File: src/rtl/dmem_arbiter_pkg.sv
// Shared constants and state encodings for the data-memory arbiter slice.
package dmem_arbiter_pkg;

   localparam int unsigned M_CORE          = 0;
   localparam int unsigned M_DBG           = 1;
   localparam int unsigned CORE_DATA_WIDTH = 32;

   typedef enum logic [1:0] {
      IDLE = 2'd0,
      OWN0 = 2'd1,
      OWN1 = 2'd2
   } arb_state_e;

endpackage

File: src/rtl/dmem_arbiter_rr_arb2.sv
// Two-input round-robin picker with bounded lock ownership.
// Grants are combinational from state, last winner and requests.
module rr_arb2
   import dmem_arbiter_pkg::*;
#(
   parameter int unsigned LOCK_MAX = 16
) (
   input  logic       clk,
   input  logic       rst,
   input  logic [1:0] req,
   input  logic [1:0] lock,
   output logic [1:0] gnt
);

   localparam int unsigned      CNT_W   = $clog2(LOCK_MAX + 1);
   localparam logic [CNT_W-1:0] CNT_MAX = CNT_W'(LOCK_MAX);

   arb_state_e       state, state_nxt;
   logic             last, last_nxt;
   logic [CNT_W-1:0] cnt, cnt_nxt;
   logic             owner, owner_busy, win;

   always_ff @(posedge clk or posedge rst) begin
      if (rst) begin
         state <= IDLE;
         last  <= 1'b1;
         cnt   <= '0;
      end else begin
         state <= state_nxt;
         last  <= last_nxt;
         cnt   <= cnt_nxt;
      end
   end

   always_comb begin
      gnt        = '0;
      state_nxt  = IDLE;
      last_nxt   = last;
      cnt_nxt    = '0;
      win        = 1'b0;
      owner      = (state == OWN1);
      owner_busy = (state != IDLE) && req[owner];

      if (owner_busy) begin
         gnt[owner] = 1'b1;
         last_nxt   = owner;
         cnt_nxt    = (cnt == CNT_MAX) ? cnt : cnt + 1'b1;
         // Release once the beat limit is hit and the other side is waiting.
         if (lock[owner] && !(cnt_nxt == CNT_MAX && req[~owner]))
            state_nxt = state;
         else
            cnt_nxt = '0;
      end else if (|req) begin
         // An idle owner falls straight through to round-robin here.
         win      = (req == 2'b11) ? ~last : req[1];
         gnt[win] = 1'b1;
         last_nxt = win;
         if (lock[win] && !(LOCK_MAX == 1 && req[~win])) begin
            state_nxt = win ? OWN1 : OWN0;
            cnt_nxt   = CNT_W'(1);
         end
      end

      if (rst)
         gnt = '0;
   end

endmodule

File: src/rtl/dmem_arbiter.sv
// Shares the single-port data memory between the core (m0) and debug/loader (m1),
// routing 1-cycle read responses back to the issuing master.
module dmem_arbiter
   import dmem_arbiter_pkg::*;
#(
   parameter int unsigned ADDR_WIDTH = 32,
   parameter int unsigned DATA_WIDTH = CORE_DATA_WIDTH,
   parameter int unsigned LOCK_MAX   = 16
) (
   input  logic                    clk,
   input  logic                    rst,
   input  logic                    m0_req,
   input  logic                    m0_we,
   input  logic [DATA_WIDTH/8-1:0] m0_be,
   input  logic [ADDR_WIDTH-1:0]   m0_addr,
   input  logic [DATA_WIDTH-1:0]   m0_wdata,
   input  logic                    m0_lock,
   output logic                    m0_gnt,
   output logic                    m0_rvalid,
   output logic [DATA_WIDTH-1:0]   m0_rdata,
   input  logic                    m1_req,
   input  logic                    m1_we,
   input  logic [DATA_WIDTH/8-1:0] m1_be,
   input  logic [ADDR_WIDTH-1:0]   m1_addr,
   input  logic [DATA_WIDTH-1:0]   m1_wdata,
   input  logic                    m1_lock,
   output logic                    m1_gnt,
   output logic                    m1_rvalid,
   output logic [DATA_WIDTH-1:0]   m1_rdata,
   output logic                    mem_en,
   output logic [DATA_WIDTH/8-1:0] mem_we,
   output logic [ADDR_WIDTH-1:0]   mem_addr,
   output logic [DATA_WIDTH-1:0]   mem_wdata,
   input  logic [DATA_WIDTH-1:0]   mem_rdata
);

   logic [1:0]              gnt;
   logic                    sel, sel_we, is_read;
   logic [DATA_WIDTH/8-1:0] sel_be;
   logic                    tag_valid, tag_owner;

   rr_arb2 #(
      .LOCK_MAX (LOCK_MAX)
   ) u_rr_arb2 (
      .clk  (clk),
      .rst  (rst),
      .req  ({m1_req, m0_req}),
      .lock ({m1_lock, m0_lock}),
      .gnt  (gnt)
   );

   assign m0_gnt = gnt[M_CORE];
   assign m1_gnt = gnt[M_DBG];

   always_comb begin
      sel       = gnt[M_DBG];
      mem_en    = |gnt;
      mem_addr  = sel ? m1_addr  : m0_addr;
      mem_wdata = sel ? m1_wdata : m0_wdata;
      sel_we    = sel ? m1_we    : m0_we;
      sel_be    = sel ? m1_be    : m0_be;
      mem_we    = (mem_en && sel_we) ? sel_be : '0;
      is_read   = mem_en && !sel_we;
   end

   always_ff @(posedge clk or posedge rst) begin
      if (rst) begin
         tag_valid <= 1'b0;
         tag_owner <= 1'b0;
      end else begin
         tag_valid <= is_read;
         tag_owner <= sel;
      end
   end

   assign m0_rvalid = tag_valid && !tag_owner;
   assign m1_rvalid = tag_valid &&  tag_owner;
   assign m0_rdata  = m0_rvalid ? mem_rdata : '0;
   assign m1_rdata  = m1_rvalid ? mem_rdata : '0;

endmodule

File: config.mk
export PLATFORM = sky130hd
export DESIGN_NAME = dmem_arbiter
export DESIGN_NICKNAME = d
export VERILOG_FILES = /design/src/rtl/dmem_arbiter_pkg.sv /design/src/rtl/dmem_arbiter_rr_arb2.sv /design/src/rtl/dmem_arbiter.sv
export SDC_FILE = /design/constraint.sdc
export NUM_CORES = 1
export LEC_CHECK = 0
export CAP_MARGIN = 20
export CORE_AREA = 2 2 122 124
export DETAILED_ROUTE_END_ITERATION = 7
export DIE_AREA = 0 0 124 126
export DONT_BUFFER_PORTS = 1
export GPL_TIMING_DRIVEN = 0
export SETUP_SLACK_MARGIN = 0.15
export SYNTH_ARGS = -nofsm -noshare
export SYNTH_HDL_FRONTEND = slang
export SYNTH_SLANG_ARGS = --single-unit
File: constraint.sdc
create_clock -name clk -period 2.45 [get_ports clk]
set_clock_uncertainty 0.1 [all_clocks]
set_input_delay 0.3675 -clock clk [delete_from_list [all_inputs] [get_ports clk]]
set_output_delay 0.3675 -clock clk [all_outputs]
set_load 0.02 [all_outputs]
==> report_table.html <==
<table>
<tr><th>Metric</th><th>Value</th></tr>
<tr><th colspan="2">Global routing</th></tr>
<tr><td>Total global routing overflow</td><td>0</td></tr>
<tr><td>Via count of the first global-routing pass</td><td>1,871</td></tr>
<tr><td>Global-route wire length before repair</td><td>14,800 um</td></tr>
<tr><td>Largest net degree at the start of global routing</td><td>11</td></tr>
<tr><td>Initial antenna violation count</td><td>17</td></tr>
<tr><td>Total GRT Usage</td><td>0.143</td></tr>
<tr><th colspan="2">Flow run</th></tr>
<tr><td>Number of maximum-capacitance violations</td><td>0</td></tr>
<tr><th colspan="2">Clock network</th></tr>
<tr><td>Number of CTS-inserted buffers</td><td>3</td></tr>
<tr><td>Number of levels the H-tree was split into</td><td>1</td></tr>
<tr><td>Clock transition time at the flip-flop clock pins of the worst setup and hold paths</td><td>0.04 ns</td></tr>
<tr><td>Clock sink total</td><td>10</td></tr>
<tr><td>Worst-skew pair later-pin latency</td><td>0.24 ns</td></tr>
<tr><td>Maximum clock insertion buffer count</td><td>2</td></tr>
<tr><td>Clk Tree Root Cell</td><td>sky130_fd_sc_hd__clkbuf_16</td></tr>
<tr><td>TritonCTS clock tree</td><td>built</td></tr>
<tr><th colspan="2">STA</th></tr>
<tr><td>Final setup violating endpoints</td><td>0</td></tr>
<tr><td>Measured slew at the worst slew-check pin</td><td>0.551 ns</td></tr>
<tr><td>Top achievable clock speed</td><td>432 MHz</td></tr>
<tr><td>Post-route fraction of the period consumed by the critical path</td><td>0.945</td></tr>
<tr><td>Final Max Slew Viols</td><td>0</td></tr>
<tr><td>Number of endpoints with negative hold slack in the final report</td><td>0</td></tr>
<tr><td>Max-Slew Margin vs Limit</td><td>0.629</td></tr>
<tr><td>Setup repair after global routing missed its margin</td><td>true</td></tr>
<tr><td>Min Tclk post-route</td><td>2.32 ns</td></tr>
<tr><td>Smallest setup slack after layout</td><td>0.135 ns</td></tr>
<tr><th colspan="2">Power</th></tr>
<tr><td>Power Dens Cells</td><td>431 nW/um2</td></tr>
<tr><td>Worst ir drop on vdd</td><td>265 uV</td></tr>
<tr><td>Static leakage</td><td>1.08 nW</td></tr>
<tr><th colspan="2">Yosys</th></tr>
<tr><td>Count of synthesis-stage warnings from yosys</td><td>0</td></tr>
<tr><td>Net count after synthesis</td><td>393</td></tr>
<tr><td>Post-synth design cell area</td><td>1870 um2</td></tr>
<tr><td>Number of library cell types mapped by synthesis</td><td>33</td></tr>
<tr><td>#FFs+latches synth</td><td>10</td></tr>
<tr><td>Sequential share of the synthesized area</td><td>0.135</td></tr>
<tr><td>Mean Syn Cell Area</td><td>8.68 um2</td></tr>
<tr><td>Cell count after synthesis</td><td>215</td></tr>
<tr><th colspan="2">Status</th></tr>
<tr><td>Run status</td><td>completed</td></tr>
<tr><th colspan="2">Critical path</th></tr>
<tr><td>CP arrival</td><td>1.85 ns</td></tr>
<tr><td>Critical Path RT</td><td>1.98 ns</td></tr>
<tr><td>Critical path endpoint category</td><td>output port</td></tr>
<tr><td>Maximum net fanout on the critical path</td><td>7</td></tr>
<tr><td>Type of the setup path with the least slack</td><td>reg2out</td></tr>
<tr><td>Critical path launch point type</td><td>register</td></tr>
<tr><th colspan="2">Finish</th></tr>
<tr><td>Most frequent cells in the layout</td><td>55 x sky130_fd_sc_hd__mux2_2, 35 x sky130_fd_sc_hd__and2_1, 32 x sky130_fd_sc_hd__and3_1, 10 x sky130_fd_sc_hd__mux2_4, 9 x sky130_fd_sc_hd__dfrtp_1</td></tr>
<tr><td>Final net count</td><td>408</td></tr>
<tr><td>Fraction of final layout cells sized beyond drive strength 1</td><td>0.454</td></tr>
<tr><td>Final standard cell count with taps included and fillers excluded</td><td>415</td></tr>
<tr><td>Most common cell after layout, fill and taps aside</td><td>sky130_fd_sc_hd__mux2_2</td></tr>
<tr><td>Area delta synth-&gt;final</td><td>32.5%</td></tr>
<tr><th colspan="2">Drt</th></tr>
<tr><td>Initial DRT Pass Iterations</td><td>4</td></tr>
<tr><td>Routed len/inst</td><td>29.4 um</td></tr>
<tr><td>Initial drt markers</td><td>140</td></tr>
<tr><td>Via Count</td><td>1,910</td></tr>
<tr><td>Ratio of routed vias to standard cells</td><td>4.60</td></tr>
<tr><td>Post-DRT Antenna Nets</td><td>0</td></tr>
<tr><td>Total Routed Length</td><td>12,200 um</td></tr>
<tr><td>DRC Markers</td><td>0</td></tr>
<tr><th colspan="2">Die</th></tr>
<tr><td>FP Rows</td><td>44</td></tr>
<tr><td>I/O pin total</td><td>313</td></tr>
<tr><td>Die X-Extent</td><td>124 um</td></tr>
<tr><td>Initial standard-cell utilization of the core</td><td>0.130</td></tr>
<tr><td>Floorplan Core Area</td><td>14,300 um2</td></tr>
<tr><td>DIE AREA</td><td>15,600 um2</td></tr>
<tr><td>Vertical die dimension</td><td>126 um</td></tr>
<tr><th colspan="2">Worst hold path</th></tr>
<tr><td>Hold Crit Class</td><td>in2reg</td></tr>
<tr><th colspan="2">Placement</th></tr>
<tr><td>Instance count after placement with tap cells included</td><td>399</td></tr>
<tr><td>Port bufs</td><td>0</td></tr>
<tr><td>Detailed placement HPWL</td><td>10,900 um</td></tr>
<tr><td>Worst setup slack after placement</td><td>-0.463 ns</td></tr>
<tr><td>Final weighted congestion of routability-driven global placement</td><td>0.866</td></tr>
</table>
through the flow:
step | power (mW) | utilization | cell area [um2] | hold WS, ns | TNS, ns
after floorplan | 0.586 | - | 1870 | 0.136 | 0
after global placement | 0.671 | 0.147 | 2100 | 0.211 | -1.54
after detailed placement | 0.675 | 0.147 | 2100 | 0.218 | -1.64
after CTS | 1.06 | 0.168 | 2400 | 0.165 | 0
after global routing | 1.13 | 0.173 | 2470 | 0.184 | 0
final | 1.07 | 0.173 | 2470 | 0.168 | 0
where the power goes:
part / switching [mW] / leakage (nW) / internal, mW
Sequential: 0.0149 / 0.132 / 0.177
Clock: 0.0802 / 0.0442 / 0.246
Combinational: 0.350 / 0.905 / 0.197
Total: 0.446 / 1.08 / 0.621
cell usage after synthesis:
master	count	share of area
sky130_fd_sc_hd__nor2_1	7	0.014
sky130_fd_sc_hd__o21bai_2	1	0.0060
sky130_fd_sc_hd__o311ai_0	1	0.0047
sky130_fd_sc_hd__and4_1	1	0.0047
sky130_fd_sc_hd__nor2b_1	2	0.0067
sky130_fd_sc_hd__xor2_1	3	0.014
sky130_fd_sc_hd__or3b_1	1	0.0047
sky130_fd_sc_hd__o21a_1	2	0.0080
sky130_fd_sc_hd__nand4bb_1	1	0.0060
sky130_fd_sc_hd__clkbuf_1	9	0.018
sky130_fd_sc_hd__nand3_2	1	0.0054
sky130_fd_sc_hd__nand2_1	2	0.0040
sky130_fd_sc_hd__nor3_1	5	0.013
sky130_fd_sc_hd__and2_1	35	0.12
sky130_fd_sc_hd__buf_2	6	0.016
sky130_fd_sc_hd__dfstp_2	1	0.014
sky130_fd_sc_hd__buf_6	1	0.0060
sky130_fd_sc_hd__nand2b_1	1	0.0034
sky130_fd_sc_hd__o21ai_2	2	0.0094
sky130_fd_sc_hd__mux2i_4	1	0.012
sky130_fd_sc_hd__ha_1	2	0.013
sky130_fd_sc_hd__and3_1	32	0.11
sky130_fd_sc_hd__o211a_1	1	0.0054
sky130_fd_sc_hd__nand4_1	2	0.0067
sky130_fd_sc_hd__nor3_2	1	0.0054
sky130_fd_sc_hd__o21ai_0	3	0.0080
sky130_fd_sc_hd__nand4b_1	1	0.0047
sky130_fd_sc_hd__nand3_1	3	0.0080
sky130_fd_sc_hd__mux2_2	65	0.39
sky130_fd_sc_hd__o21ai_1	1	0.0027
sky130_fd_sc_hd__mux2i_1	4	0.021
sky130_fd_sc_hd__dfrtp_1	9	0.12
sky130_fd_sc_hd__inv_1	8	0.016
final cells by class:
class | instances | area [um2]
repair buffers | 10 | 90.1
plain buffers | 16 | 106
multi-input cells | 181 | 1670
fillers | 1597 | 11800
clock buffers | 4 | 88.8
well taps | 184 | 230
flip-flops and latches | 10 | 251
diodes | 2 | 5.00
inverters | 8 | 33.8
registers in the layout (all words and copies together) (netlist names):
register / flops
u_rr_arb2.last: 1
tag_valid: 1
u_rr_arb2.cnt: 5
tag_owner: 1
u_rr_arb2.state: 2
path summary, 6_finish.rpt:
kind | start | to | slack, ns | depth (start not counted)
min reg2reg | u_rr_arb2.cnt[4] | u_rr_arb2.cnt[4] | 0.54 | 2
min | m1_req | u_rr_arb2.last | 0.17 | 1
max | u_rr_arb2.last | mem_we[3] | 0.13 | 7
max in group asynchronous | rst | tag_owner | 1.37 | 2
max reg2reg | u_rr_arb2.cnt[0] | u_rr_arb2.cnt[4] | 0.57 | 7
min in group asynchronous | rst | u_rr_arb2.cnt[4] | 0.56 | 2
kinds of logic after synthesis:
family | share of synthesized area
AND/OR/NAND/NOR | 0.312
multiplexers | 0.426
adder cells (fa/ha/maj) | 0.0134
flip-flops | 0.135
XOR/XNOR | 0.0141
AO/OA/AOI/OAI | 0.0442
buffers and inverters | 0.0563
repair_timing:
action,4_1_cts,5_1_grt
gates resized for setup,27,17
pin swaps,6,0
hold buffers,2,0
hold endpoints to repair,9,0
setup endpoints to repair,69,92
buffers inserted,6,1
worst max-delay path: stages (launching register included):
cell	delay [ns]
sky130_fd_sc_hd__dfstp_2	0.36
sky130_fd_sc_hd__nor2b_4	0.12
sky130_fd_sc_hd__o21ai_4	0.18
sky130_fd_sc_hd__nand3_4	0.17
sky130_fd_sc_hd__buf_8	0.18
sky130_fd_sc_hd__mux2i_4	0.18
sky130_fd_sc_hd__buf_12	0.14
sky130_fd_sc_hd__nor3_4	0.27
metal layers:
| layer | track usage | wire length (um) | part of all wire | vias to the layer above |
|---|---|---|---|---|
| li1 | - | - | - | 796 |
| met1 | 0.138 | 3860 | 0.32 | 881 |
| met3 | 0.111 | 2010 | 0.16 | 24 |
| met4 | 0.00793 | 66 | 0.0054 | 18 |
| met2 | 0.251 | 6140 | 0.50 | 191 |
| met5 | 0 | 126 | 0.010 | - |
No activity file was read; power rests on OpenSTA's default activity.
